## config.mk

```make
export PLATFORM = sky130hd
export DESIGN_NAME = jesd204b_dll_tx_ctrl
export DESIGN_NICKNAME = d
export VERILOG_FILES = /design/src/rtl/jesd204b_pkg.sv /design/src/rtl/jesd204b_lmfc_cnt.sv /design/src/rtl/jesd204b_dll_tx_ctrl.sv
export SDC_FILE = /design/constraint.sdc
export NUM_CORES = 1
export LEC_CHECK = 0
export BUFFER_PORTS_ARGS = -buffer_cell sky130_fd_sc_hd__buf_2
export CAP_MARGIN = 30
export CORE_MARGIN = 1.5
export CORE_UTILIZATION = 48
export CTS_CLUSTER_DIAMETER = 100
export DETAILED_ROUTE_END_ITERATION = 6
export MAX_ROUTING_LAYER = met4
export PLACE_DENSITY = 0.72
export REMOVE_ABC_BUFFERS = 1
export SYNTH_ARGS = -nofsm -noshare
export SYNTH_HDL_FRONTEND = slang
export SYNTH_SLANG_ARGS = --single-unit
```

## constraint.sdc

```tcl
create_clock -name clk -period 4.7 [get_ports clk]
set_input_delay 0.47 -clock clk [delete_from_list [all_inputs] [get_ports clk]]
set_output_delay 0.47 -clock clk [all_outputs]
set_load 0.05 [all_outputs]
```

## src/rtl/jesd204b_pkg.sv

```systemverilog
// Shared encodings for the JESD204B transmit data-link layer: link states,
// lane-mux selects and the K-characters the lane mux inserts.
package jesd204b_pkg;

    typedef enum logic [1:0] {
        ST_IDLE = 2'd0,
        ST_CGS  = 2'd1,
        ST_ILAS = 2'd2,
        ST_DATA = 2'd3
    } link_state_e;

    typedef enum logic [1:0] {
        MUX_ZERO  = 2'd0,
        MUX_KFILL = 2'd1,
        MUX_ILAS  = 2'd2,
        MUX_DATA  = 2'd3
    } mux_sel_e;

    localparam logic [7:0] K28_5 = 8'hBC;
    localparam logic [7:0] K28_0 = 8'h1C;
    localparam logic [7:0] K28_3 = 8'h7C;
    localparam logic [7:0] K28_4 = 8'h9C;

    // Each link state owns exactly one lane-mux source.
    function automatic mux_sel_e mux_for_state(input link_state_e st);
        mux_sel_e sel;
        case (st)
            ST_CGS:  sel = MUX_KFILL;
            ST_ILAS: sel = MUX_ILAS;
            ST_DATA: sel = MUX_DATA;
            default: sel = MUX_ZERO;
        endcase
        return sel;
    endfunction

endpackage

```

## src/rtl/jesd204b_lmfc_cnt.sv

```systemverilog
// Local multiframe clock: frame counter modulo FRAMES_PER_MF, realigned to 0
// by every SYSREF rising edge.
module jesd204b_lmfc_cnt
    import jesd204b_pkg::*;
#(
    parameter int FRAMES_PER_MF = 32
) (
    input  logic                             clk,
    input  logic                             reset,
    input  logic                             sysref,
    output logic [$clog2(FRAMES_PER_MF)-1:0] lmfc_cnt,
    output logic [$clog2(FRAMES_PER_MF)-1:0] lmfc_cnt_nxt,
    output logic                             lmfc_last
);

    localparam int LW = $clog2(FRAMES_PER_MF);
    localparam logic [LW-1:0] LAST = LW'(FRAMES_PER_MF - 1);

    logic          sysref_q;
    logic          sysref_d;
    logic [LW-1:0] cnt_q;
    logic [LW-1:0] cnt_d;

    always_comb begin
        sysref_d = sysref;
        if (sysref && !sysref_q) begin
            cnt_d = '0;
        end else if (cnt_q == LAST) begin
            cnt_d = '0;
        end else begin
            cnt_d = cnt_q + 1'b1;
        end
    end

    always_ff @(posedge clk) begin
        if (!reset) begin
            sysref_q <= 1'b0;
            cnt_q    <= '0;
        end else begin
            sysref_q <= sysref_d;
            cnt_q    <= cnt_d;
        end
    end

    assign lmfc_cnt     = cnt_q;
    assign lmfc_cnt_nxt = cnt_d;
    assign lmfc_last    = (cnt_q == LAST);

endmodule

```

## src/rtl/jesd204b_dll_tx_ctrl.sv

```systemverilog
// JESD204B transmit link sequencer: CGS / ILAS / DATA state machine driven by
// SYNC~ and the LMFC, with registered lane-mux selects and ILAS marker flags.
module jesd204b_dll_tx_ctrl
    import jesd204b_pkg::*;
#(
    parameter int OCTETS        = 4,
    parameter int FRAMES_PER_MF = 32,
    parameter int ILAS_MF       = 4,
    parameter int SYNC_REINIT   = 5,
    parameter int ERR_W         = 8
) (
    input  logic                             clk,
    input  logic                             reset,
    input  logic                             en,
    input  logic                             sync_n,
    input  logic                             sysref,
    output logic [1:0]                       state,
    output logic                             tpl_en,
    output logic [1:0]                       mux_sel,
    output logic [$clog2(FRAMES_PER_MF)-1:0] lmfc_cnt,
    output logic [$clog2(ILAS_MF)-1:0]       ilas_mf,
    output logic                             ilas_r,
    output logic                             ilas_a,
    output logic                             ilas_q,
    output logic [ERR_W-1:0]                 sync_err_cnt
);

    localparam int LW = $clog2(FRAMES_PER_MF);
    localparam int MW = $clog2(ILAS_MF);
    localparam int RW = $clog2(SYNC_REINIT + 1);
    localparam logic [LW-1:0] LMFC_LAST = LW'(FRAMES_PER_MF - 1);
    localparam logic [MW-1:0] MF_LAST   = MW'(ILAS_MF - 1);
    localparam logic [RW-1:0] RUN_LAST  = RW'(SYNC_REINIT - 1);

    if (!(OCTETS == 1 || OCTETS == 2 || OCTETS == 4 || OCTETS == 8)) begin : g_bad_octets
        $error("OCTETS must be 1, 2, 4 or 8");
    end
    if (FRAMES_PER_MF < 4 || FRAMES_PER_MF > 32) begin : g_bad_k
        $error("FRAMES_PER_MF must be in 4..32");
    end
    if (ILAS_MF < 2 || SYNC_REINIT < 2) begin : g_bad_seq
        $error("ILAS_MF and SYNC_REINIT must be at least 2");
    end

    logic [LW-1:0] lmfc_cnt_w;
    logic [LW-1:0] lmfc_nxt_w;
    logic          lmfc_last_w;

    jesd204b_lmfc_cnt #(
        .FRAMES_PER_MF (FRAMES_PER_MF)
    ) u_lmfc (
        .clk          (clk),
        .reset        (reset),
        .sysref       (sysref),
        .lmfc_cnt     (lmfc_cnt_w),
        .lmfc_cnt_nxt (lmfc_nxt_w),
        .lmfc_last    (lmfc_last_w)
    );

    link_state_e    state_q,   state_d;
    logic [1:0]     mux_sel_q, mux_sel_d;
    logic           tpl_en_q,  tpl_en_d;
    logic [MW-1:0]  ilas_mf_q, ilas_mf_d;
    logic           ilas_r_q,  ilas_r_d;
    logic           ilas_a_q,  ilas_a_d;
    logic           ilas_q_q,  ilas_q_d;
    logic [RW-1:0]  run_q,     run_d;
    logic [ERR_W-1:0] err_q,   err_d;

    // Transitions are decided from the live LMFC so a SYSREF realignment
    // during CGS moves the ILAS start with it.
    always_comb begin
        state_d   = state_q;
        ilas_mf_d = ilas_mf_q;
        run_d     = '0;
        err_d     = err_q;

        if (!en) begin
            state_d   = ST_IDLE;
            ilas_mf_d = '0;
        end else begin
            case (state_q)
                ST_IDLE: begin
                    state_d = ST_CGS;
                end
                ST_CGS: begin
                    if (sync_n && lmfc_last_w) begin
                        state_d   = ST_ILAS;
                        ilas_mf_d = '0;
                    end
                end
                ST_ILAS: begin
                    if (!sync_n) begin
                        state_d   = ST_CGS;
                        ilas_mf_d = '0;
                    end else if (lmfc_last_w) begin
                        if (ilas_mf_q == MF_LAST) begin
                            state_d   = ST_DATA;
                            ilas_mf_d = '0;
                        end else begin
                            ilas_mf_d = ilas_mf_q + 1'b1;
                        end
                    end
                end
                ST_DATA: begin
                    if (!sync_n) begin
                        if (run_q == RUN_LAST) begin
                            state_d = ST_CGS;
                        end else begin
                            run_d = run_q + 1'b1;
                        end
                    end else if (run_q != '0 && err_q != '1) begin
                        err_d = err_q + 1'b1;
                    end
                end
                default: begin
                    state_d = ST_IDLE;
                end
            endcase
        end

        // Flags describe the frame that will be on the lanes after this edge.
        mux_sel_d = mux_for_state(state_d);
        tpl_en_d  = (state_d == ST_DATA);
        ilas_r_d  = (state_d == ST_ILAS) && (lmfc_nxt_w == '0);
        ilas_a_d  = (state_d == ST_ILAS) && (lmfc_nxt_w == LMFC_LAST);
        ilas_q_d  = (state_d == ST_ILAS) && (ilas_mf_d == MW'(1)) && (lmfc_nxt_w == LW'(1));
    end

    always_ff @(posedge clk) begin
        if (!reset) begin
            state_q   <= ST_IDLE;
            mux_sel_q <= '0;
            tpl_en_q  <= 1'b0;
            ilas_mf_q <= '0;
            ilas_r_q  <= 1'b0;
            ilas_a_q  <= 1'b0;
            ilas_q_q  <= 1'b0;
            run_q     <= '0;
            err_q     <= '0;
        end else begin
            state_q   <= state_d;
            mux_sel_q <= mux_sel_d;
            tpl_en_q  <= tpl_en_d;
            ilas_mf_q <= ilas_mf_d;
            ilas_r_q  <= ilas_r_d;
            ilas_a_q  <= ilas_a_d;
            ilas_q_q  <= ilas_q_d;
            run_q     <= run_d;
            err_q     <= err_d;
        end
    end

    assign state        = state_q;
    assign mux_sel      = mux_sel_q;
    assign tpl_en       = tpl_en_q;
    assign lmfc_cnt     = lmfc_cnt_w;
    assign ilas_mf      = ilas_mf_q;
    assign ilas_r       = ilas_r_q;
    assign ilas_a       = ilas_a_q;
    assign ilas_q       = ilas_q_q;
    assign sync_err_cnt = err_q;

endmodule
```

Yosys cells after proc, flatten, opt, wreduce, memory -nomap -nowiden
Cells that the tools add are included.
Widths: inputs -> output; s select.
{ "op_classes": {"add_sub_neg": 4, "mul": 0, "div": 0, "order_cmp": 0, "eq_ne": 13, "n_shift": 0, "muxes": 17, "bitwise": 3, "reduce_logical": 13} }
{ "op_table": {"columns": ["operator", "n"], "rows": [
  ["$mux 2", 12],
  ["$eq 2x2->1 const B", 5],
  ["$eq 5x5->1 const B", 2],
  ["$mux 5", 2],
  ["$add 8x1->8 const B", 1],
  ["$ne 8x8->1 const B", 1],
  ["$pmux 2 s4", 1],
  ["$logic_and 1x1->1", 7],
  ["$eq 2x1->1 const B", 3],
  ["$pmux 2 s3", 1],
  ["$add 5x1->5 const B", 1],
  ["$eq 5x1->1 const B", 1],
  ["$logic_not 5->1", 1],
  ["$reduce_or 5->1", 1],
  ["$pmux 2 s2", 1],
  ["$reduce_and 4->1", 1],
  ["$add 3x1->3 const B", 1],
  ["$eq 3x3->1 const B", 1],
  ["$not 1->1", 3],
  ["$reduce_bool 3->1", 1],
  ["$add 2x1->2 const B", 1],
  ["$logic_not 2->1", 1],
  ["$logic_not 1->1", 1]
]} }
{ "totals": {"regBits": 27, "latch_bits": 0, "ram_bits": 0, "mem_bits_ro": 0, "out_inout_bits": 23, "elab_cells": 61, "n_memories": 0} }

Logic depth before layout (Yosys ltp)
{ "logic_depth": {"depth_word": 9, "depth_mapped": 9, "mapped_depth_nobuf": 8} }

Cells and area by module
Synthesis repeated with hierarchy kept, for this count alone.
{ "unflattened": {"cells_unflattened": 140, "area_unflattened_um2": 1318.8} }
{ "by_module_without_submodules": {"columns": ["module", "n_inst", "cells_per_inst", "area_per_inst_um2", "seq_area_each_um2"], "rows": [
  ["jesd204b_dll_tx_ctrl", 1, 114, 1062.3, 400.4],
  ["jesd204b_lmfc_cnt", 1, 26, 256.5, 120.1]
]} }

Least setup slack after synthesis
Ideal clock, no wire load.
{ "synth_timing": {"path_kind": "reg-to-reg", "from": "register u_lmfc.cnt_q[0] (netlist: u_lmfc.lmfc_cnt[0])", "to": "register ilas_q_q (netlist: ilas_q)", "setup_time_ns": 0.088, "t_arrival_ns": 2.390, "required_ns": 4.612, "path_slack_ns": 2.223, "stages_incl_launch_ff": 10, "n_path_buf": 1, "period_less_slack_ns": 2.477, "cell_sequence": "dfxtp_1 > ha_1 > and3_1 > ha_1 > buf_4 > nand2_2 > a211oi_2 > o21ai_2 > or3_4 > nor4_2"} }
{ "synth_between": {"elab_chain_len": 8, "word_cells_on_any_way": 20} }
{ "synth_lines": {"columns": ["item", "line_no", "text"], "rows": [
  ["from (decl)", "jesd204b_lmfc_cnt.sv:21", "logic [LW-1:0] cnt_q;"],
  ["from (signal assigned)", "jesd204b_lmfc_cnt.sv:41", "cnt_q <= cnt_d;"],
  ["$eq 5x5->1", "jesd204b_lmfc_cnt.sv:28, jesd204b_lmfc_cnt.sv:47", null],
  ["$mux 2 / $logic_and 1x1->1 (equally long branches)", "jesd204b_dll_tx_ctrl.sv:96, jesd204b_dll_tx_ctrl.sv:87", null],
  ["$mux 2, on equally long branches", "jesd204b_dll_tx_ctrl.sv:93, jesd204b_dll_tx_ctrl.sv:87", null],
  ["$pmux 2 s4 / $pmux 2 s2 (equally long branches)", "jesd204b_dll_tx_ctrl.sv:82", "case (state_q)"],
  ["$mux 2", "jesd204b_dll_tx_ctrl.sv:78", "if (!en) begin"],
  ["$eq 2x2->1 / $eq 2x1->1 (equally long branches)", "jesd204b_dll_tx_ctrl.sv:127", "ilas_q_d = (state_d == ST_ILAS) && (ilas_mf_d == MW'(1)) && (lmfc_nxt_w == LW'(1));"],
  ["$logic_and 1x1->1", "jesd204b_dll_tx_ctrl.sv:127", null],
  ["$logic_and 1x1->1 (*)", "jesd204b_dll_tx_ctrl.sv:127", null],
  ["to (signal assigned)", "jesd204b_dll_tx_ctrl.sv:148", "ilas_q_q <= ilas_q_d;"],
  ["to (decl)", "jesd204b_dll_tx_ctrl.sv:66", "logic ilas_q_q, ilas_q_d;"]
]} }
Mark *: on every way between the ends. The rest lies on a longest branch, timed or not.
A chain may end at the register's enable or synchronous reset.

Worst setup path in the final report
Same ends and word-level chain as after synthesis.

==> run metrics <==
Final nets 184; drt pass-1 iters 5; CP Max Fanout 10; Worst EP required around 4900 ps; Synth area leaders dfxtp_1 (40%), ha_1 (11%), nor2_1 (5.0%), and3_1 (3.9%), xnor2_1 (3.4%); final wirelength 2500 µm; CP Launch Type flip-flop; Final WS setup 2310 ps; final max-slew violation count 0; share of post-route cells with drive strength above 1 0.253; Hold/Removal Path Class in -> reg; largest net degree at the start of global routing 14; Post-DP Area 1440 µm²; drt initial violations 13; Clock Path Buffers 2; Yosys reg bits 26; commonest non-fill, non-tap cells in the layout buf_2 (27), dfxtp_1 (26), nor2_1 (17); vias in the first global route roughly 1000; Die W about 55 µm; CTS resizes 0; Setup Fix Bufs, Post-CTS 0; Sink Count 26; Hold Violations, Final 0; n_diodes 0; sequential fraction of the synthesis area 0.404; post-synthesis cell count 139; Max Cap Violations 0; Final TNS setup 0 ps; Via density between 5 and 6; Cells after DPL between 150 and 200; clock slew at reported path FFs between 100 and 150 ps; Unique masters post-synth 37; Tmin final approximately 2400 ps; Overall Power around 0.35 mW; pwr/cell area 238 nW/µm²; row count 18; Clock Skew a little under 6 ps; status finished clean; CTS tree yes; final cell count without fillers slightly below 200; DP Wirelength ~2000 µm; final setup vio count 0; WHS between 300 and 400 ps; htree depth 1; synthesis-to-layout area growth 13.7%; Critical Path AT approximately 2600 ps; fin area between 1000 and 1500 µm²; Post-Place Worst Slack about 2300 ps; Buffers on Ports 27; Peak supply drop roughly 0.00016 V; DR WL/cell around 13 µm; Post-CTS Hold Fix Bufs 0; Final ANT Viol Nets 0; YS warnings 0; Storage cell area ~520 µm²; Peak Freq roughly 0.42 GHz; critical path endpoint category flip-flop; fillcell total around 230; GPL Wtd Cong between 0.8 and 0.9; core area roughly 2500 µm²; GRT Total Usage 0.202; DRC violations left 0; relative slew slack 0.749; commonest non-fill, non-tap cell in the layout buf_2; TritonCTS buffer count 3; RSZ-0062 raised after global routing false; Final period util 0.509; largest area contributor in the netlist dfxtp_1; die area roughly 3000 µm²; GRT Residual Overflow 0; Syn Area/Cell slightly above 9 µm²; vias after detailed routing 1074; die span in y between 50 and 60 µm; worst-skew pair later-pin latency ~310 ps; Initial Util 0.515; initial antenna violation count 0; Leak roughly 0.66 nW; reg2reg setup slack 2310 ps; multi-input logic area between 700 and 800 µm²; first-pass GRT wire length between 4000 and 5000 µm; Crit Path Class reg -> reg; Synth top area share 0.404; Post-Syn Area 1290 µm²; measured slew at the worst slew-check pin between 300 and 400 ps; fin util 0.586; CTS Root Cell clkbuf_4; I/O pins 28
[flip-flops by register name (all words and copies together), names as in the netlist, 2 cells and up]
register         count
run_q                3
state                2
u_lmfc.lmfc_cnt      5
sync_err_cnt         8
ilas_mf              2
[area by class of cell]
type	count	share of cell area
Inverter	8	0.0205
Clock buffer	3	0.0154
Timing Repair Buffer	27	0.0923
Sequential cell	26	0.356
Multi-Input combinational cell	102	0.491
Tap cell	30	0.0256
[worst paths after layout]
path / start / to / cells after the start
min: sysref / u_lmfc.sysref_q / 2
max reg2reg: u_lmfc.lmfc_cnt[0] / ilas_q / 8
max: u_lmfc.lmfc_cnt[0] / ilas_q / 8
min reg2reg: run_q[0] / run_q[0] / 1
[where the power goes]
part | switching, mW | total [mW] | internal (mW)
Clock | 0.0623 | 0.0923 | 0.0299
Combinational | 0.0222 | 0.0314 | 0.00926
Sequential | 0.00258 | 0.225 | 0.223
Total | 0.0871 | 0.349 | 0.262
[per-layer routing]
metal / up-vias / wire length [µm] / track usage
li1: 541 / - / -
met1: 505 / 1140 / 0.228
met2: 26 / 1210 / 0.357
met3: 2 / 126 / 0.0246
met4: 0 / 21 / 0.0792
met5: - / 0 / -
[critical path, cell delays in order, from the launching register on]
cell and delay [ps]:
dfxtp_1 440, ha_1 280, and3_1 180, ha_1 380, nand2_2 110, a211oi_2 250
o21ai_2 100, or3_4 380, nor4_2 190
[cells in the mapped netlist]
master	n
dfxtp_1	26
nor2_1	17
ha_1	11
nand2_1	9
and3_1	8
inv_1	7
nand4_1	6
a21oi_1	5
nor3_1	5
xnor2_1	5
nand3_1	4
xor2_1	4
a211oi_1	2
a211oi_2	2
a31oi_1	2
and2_1	2
buf_4	2
nor2b_1	2
o21ai_0	2
a211oi_4	1
a21boi_0	1
a32oi_1	1
and2_2	1
and4_1	1
clkbuf_1	1
inv_2	1
mux2_2	1
mux2i_1	1
nand2_2	1
nand2b_1	1
nor3_2	1
nor3b_1	1
nor4_2	1
o211ai_1	1
o21ai_2	1
o221ai_2	1
or3_4	1
[cell families (layout without fill, tap and decap cells)]
logic type      Yosys count  count (layout)  share of synthesized area
flops                    26              26                      0.404
mux                       2               2                     0.0165
simple gates             61              61                      0.253
compound gates           19              19                      0.120
fa+ha+maj                11              11                      0.107
buf+inv                  11              38                     0.0379
xor+xnor                  9               9                     0.0612
Power figures use the tool's default switching activity.
